File: src/rtl/router_reg.sv
// Router datapath register stage: header/full-hold capture, output byte, packet-end and parity status.
// Define ROUTER_REG_PARITY_CHECK_EN to build the running-parity check that drives err.
module router_reg (
  input  logic       clock,
  input  logic       resetn,
  input  logic       pkt_valid,
  input  logic [7:0] data_in,
  input  logic       fifo_full,
  input  logic       detect_add,
  input  logic       lfd_state,
  input  logic       ld_state,
  input  logic       laf_state,
  input  logic       full_state,
  input  logic       rst_int_reg,
  output logic [7:0] dout,
  output logic       parity_done,
  output logic       low_pkt_valid,
  output logic       err
);

  logic [7:0] hdr_q;
  logic [7:0] hold_q;
  logic       set_pd;
  logic       laf_par;

  // parity byte was parked in hold_q by a stalled ld cycle and is released here
  assign laf_par = laf_state && low_pkt_valid && !parity_done;
  assign set_pd  = !detect_add &&
                   ((ld_state && !fifo_full && !pkt_valid) || laf_par);

  always_ff @(posedge clock or negedge resetn) begin
    if (!resetn)
      hdr_q <= 8'h00;
    else if (detect_add && pkt_valid && data_in[1:0] != 2'b11)
      hdr_q <= data_in;
  end

  // detect_add masks every other strobe's effect on the datapath
  always_ff @(posedge clock or negedge resetn) begin
    if (!resetn) begin
      dout   <= 8'h00;
      hold_q <= 8'h00;
    end else if (!detect_add) begin
      if (lfd_state)
        dout <= hdr_q;
      else if (ld_state) begin
        if (!fifo_full) dout   <= data_in;
        else            hold_q <= data_in;
      end else if (laf_state)
        dout <= hold_q;
    end
  end

  always_ff @(posedge clock or negedge resetn) begin
    if (!resetn)
      low_pkt_valid <= 1'b0;
    else if (!detect_add) begin
      if (rst_int_reg)
        low_pkt_valid <= 1'b0;
      else if (ld_state && !pkt_valid)
        low_pkt_valid <= 1'b1;
    end
  end

  always_ff @(posedge clock or negedge resetn) begin
    if (!resetn)
      parity_done <= 1'b0;
    else if (detect_add)
      parity_done <= 1'b0;
    else if (set_pd)
      parity_done <= 1'b1;
  end

`ifdef ROUTER_REG_PARITY_CHECK_EN
  logic [7:0] run_par;
  logic [7:0] pkt_par;
  logic       pd_q;

  always_ff @(posedge clock or negedge resetn) begin
    if (!resetn) begin
      run_par <= 8'h00;
      pkt_par <= 8'h00;
      pd_q    <= 1'b0;
      err     <= 1'b0;
    end else begin
      pd_q <= parity_done;
      if (detect_add) begin
        run_par <= 8'h00;
        err     <= 1'b0;
      end else begin
        if (lfd_state)
          run_par <= run_par ^ hdr_q;
        else if (ld_state && pkt_valid && !full_state)
          run_par <= run_par ^ data_in;

        if (ld_state && !pkt_valid && !fifo_full)
          pkt_par <= data_in;
        else if (laf_par)
          pkt_par <= hold_q;

        // compare once, the cycle after parity_done rises, so pkt_par is settled
        if (parity_done && !pd_q)
          err <= (run_par != pkt_par);
      end
    end
  end
`else
  logic unused_full_state;
  assign unused_full_state = full_state;
  assign err = 1'b0;
`endif

endmodule

File: config.mk
export PLATFORM = sky130hd
export DESIGN_NAME = router_reg
export DESIGN_NICKNAME = d
export VERILOG_FILES = /design/src/rtl/router_reg.sv
export SDC_FILE = /design/constraint.sdc
export NUM_CORES = 1
export LEC_CHECK = 0
export CORE_ASPECT_RATIO = 1.5
export CORE_MARGIN = 5
export CORE_UTILIZATION = 49
export DETAILED_ROUTE_END_ITERATION = 8
export PLACE_DENSITY = 0.81
export REMOVE_ABC_BUFFERS = 1
export SLEW_MARGIN = 20
export SYNTH_ARGS = -nofsm -noshare
export SYNTH_HDL_FRONTEND = slang
export SYNTH_SLANG_ARGS = --single-unit
File: constraint.sdc
create_clock -name clock -period 1 [get_ports clock]
set_input_delay 0.2 -clock clock [delete_from_list [all_inputs] [get_ports clock]]
set_output_delay 0.2 -clock clock [all_outputs]
set_load 0.1 [all_outputs]
==> flow_metrics.tcl <==
set metrics [dict create \
    overflow 0 \
    synth_top_family_by_area "multiplexers" \
    num_vias 1086 \
    grt_pass1_vias 1226 \
    hold_start "detect_add" \
    drive_gt1_share_pct 54.3 \
    numPortBuffers 26 \
    first_pass_iters 4 \
    placed_cell_area_sq_um 1750 \
    synth_top_area_share_pct 51.7 \
    finalSetupViolations 18 \
    muxShareOfSynthArea_pct 21.3 \
    finalCritPeriodShare_pct 122 \
    power.density_nw_per_um2 1810 \
    fp-row-count 22 \
    syn_area_sq_um 1260 \
    die_area_sq_um 3700 \
    antenna_found_initial 0 \
    hp-class "in2reg" \
    worstSetupPathType "reg2out" \
    groute.usage.overall_pct 21.1 \
    cts_buffers 3 \
    synthDistinctLibCells 27 \
    multi_input_area_sq_um 746 \
    final_nets 171 \
    area_growth_pct 67.5 \
    core_sq_um 2450 \
    r2r-start "dout[5]" \
    io_pins 29 \
    gp_congestion 0.829 \
    clk_pin_slew_ns 0.15 \
    stdcell_count 175 \
    timing.final.ws_setup_ns -0.219 \
    fin_worst_skew_ns 0.0118 \
    synth_compound_area_share_pct 13.9 \
    yosys_warnings 0 \
    dp_hpwl_mm 2.31 \
    startpoint_type "register" \
    syn_inst 98 \
    finalInstanceArea_sq_um 2110 \
    finalCriticalPeriod_ns 1.22 \
    leakagePower_uw 0.000916 \
    via_per_inst 6.21 \
    regArea_sq_um 651 \
    yosys.area_share.xor_xnor_pct 0 \
    critPathMaxFanout 2 \
    grt_pass1_wl_mm 5.87 \
    rsz0062_at_grt "true" \
    n_antenna_cell 0 \
    htree_num_levels 1 \
    wl_per_cell_um 24.5 \
    drt_wl_total_mm 4.28 \
    synth.avg_cell_area_sq_um 12.8 \
    path_buf_inv 1 \
    synth_fa_ha_area_share_pct 0 \
    max_freq_ghz 0.820 \
    cp.arrival_ns 1.02 \
    max_stage_delay_ns 0.48 \
    violations "setup timing" \
    fillers 112 \
    rr_worst_depth 4 \
    start_util_pct 51.4 \
    cts_buffer_depth 2 \
    grt_max_degree 27 \
    crit_cells 1 \
    hold_viol_final 0 \
    irDropWorstVdd_mv 1.63 \
    holdPathStages 3 \
    fin_util_pct 86.1 \
    cts_tree "yes" \
    critPathCaptureType "primary output" \
    cp_top_family "flip-flops" \
    status "finished with violations" \
    dp.cells 160 \
    startpoint "dout[5]" \
    drtIter0Drc 47 \
    fp.dieH_um 72.1 \
    synth_top_area_cell "dfrtp_1" \
    drv_cap 0 \
    total_power_uw 3820 \
    synth-seq-cells 26 \
    yosys.area_share.simple_pct 8.15 \
    synthTopCellsByArea "dfrtp_1, mux2_4, mux2i_1" \
    yosysSeqAreaShare_pct 51.7 \
    root_buffer "clkbuf_4" \
    clock-sinks 26 \
    clk_latency_ns 0.32 \
    die_w_um 51.4 \
    final_max_slew_viol_count 0 \
    cp_slowest_cell "dfrtp_1" \
    crit_required_ns 0.80 \
    route.detailed.drc 0 \
    worstPathCellList "buf_12" \
    postRouteAntennaNets 0 \
]
## what timing repair did
item,in CTS,in global routing
gates resized for setup,26,30
setup buffers,9,5
pin swaps,3,14
hold buffers,0,0
endpoints found under the setup margin,34,32
gates cloned,0,0
hold endpoints to repair,0,0
## state kept, by name, summed over array words and instances, names as in the netlist
signal	cells
low_pkt_valid	1
dout	8
parity_done	1
hold_q	8
hdr_q	8
## layout make-up
cell class,count,area share [%]
clock buffer,3,1.07
inverter,2,0.356
multi-input combinational,63,35.4
sequential,26,30.9
tap,24,1.42
timing repair buffer,57,30.9
## worst paths after layout
| check | to | slack [ns] |
|---|---|---|
| worst max-delay path | dout[5] | -0.22 |
| worst min-delay path | parity_done | 0.18 |
| worst max register to register | dout[5] | -0.15 |
| worst min register to register | hdr_q[2] | 0.53 |
| max in group asynchronous | hold_q[5] | 0.63 |
| min in group asynchronous | hdr_q[4] | 0.21 |
## per-stage QoR
step           hold slack [ns]  worst slack, ns  setup TNS (ns)
6_report                 0.185           -0.219           -1.86
5_1_grt                  0.183           -0.253           -2.31
4_1_cts                  0.224           -0.167           -1.36
3_5_place_dp             0.491           -0.567          -13.28
3_3_place_gp             0.486           -0.555          -12.82
2_1_floorplan          -0.0956           -0.378           -5.97
## cells by family after synthesis
group / Yosys count
other: 1
and+or+nand+nor: 17
DFF: 26
AOI/OAI and AO/OA: 23
buffers and inverters: 9
muxes: 22
## cell usage in the layout (no fill, tap or decap), drive strengths merged, types with 2 or more instances in the layout
master         synthesis  final
dfrtp                 26     26
a211oi                 8      8
nor4                   8      8
nor2                   4      4
clkbuf                 2      4
mux2                  14     14
o22a                   2      2
clkdlybuf4s50          0      8
nor2b                  2      2
clkdlybuf4s15          0      2
mux2i                  8      8
dlygate4sd2            0      3
o22ai                  8      8
dlymetal6s2s           0      2
buf                    5     41
## Yosys cell counts (all sizes together)
| master | n |
|---|---|
| nor2b | 2 |
| a31oi | 1 |
| clkinv | 1 |
| clkbuf | 2 |
| and4bb | 1 |
| nand2b | 1 |
| nand2 | 1 |
| a211oi | 8 |
| buf | 5 |
| nor4 | 8 |
| o22a | 2 |
| nor2 | 4 |
| o22ai | 8 |
| dfrtp | 26 |
| mux2 | 14 |
| a21o | 1 |
| inv | 1 |
| mux2i | 8 |
| a21oi | 1 |
| a221oi | 1 |
| conb | 1 |
| o21a | 1 |
## layer usage
| metal | wire length, um | global-route usage, % |
|---|---|---|
| met1 | 1620 | 24.1 |
| met2 | 2260 | 36.1 |
| met3 | 224 | 3.08 |
| met4 | 171 | 13.7 |
| met5 | 0 | 0 |
## power by group
part	switching (uW)	total, uW	internal [uW]
Combinational	1040	1900	858
Sequential	210	1460	1250
Clock	317	458	141
Total	1570	3820	2250
Note: power is estimated with default switching activity, not from simulation.
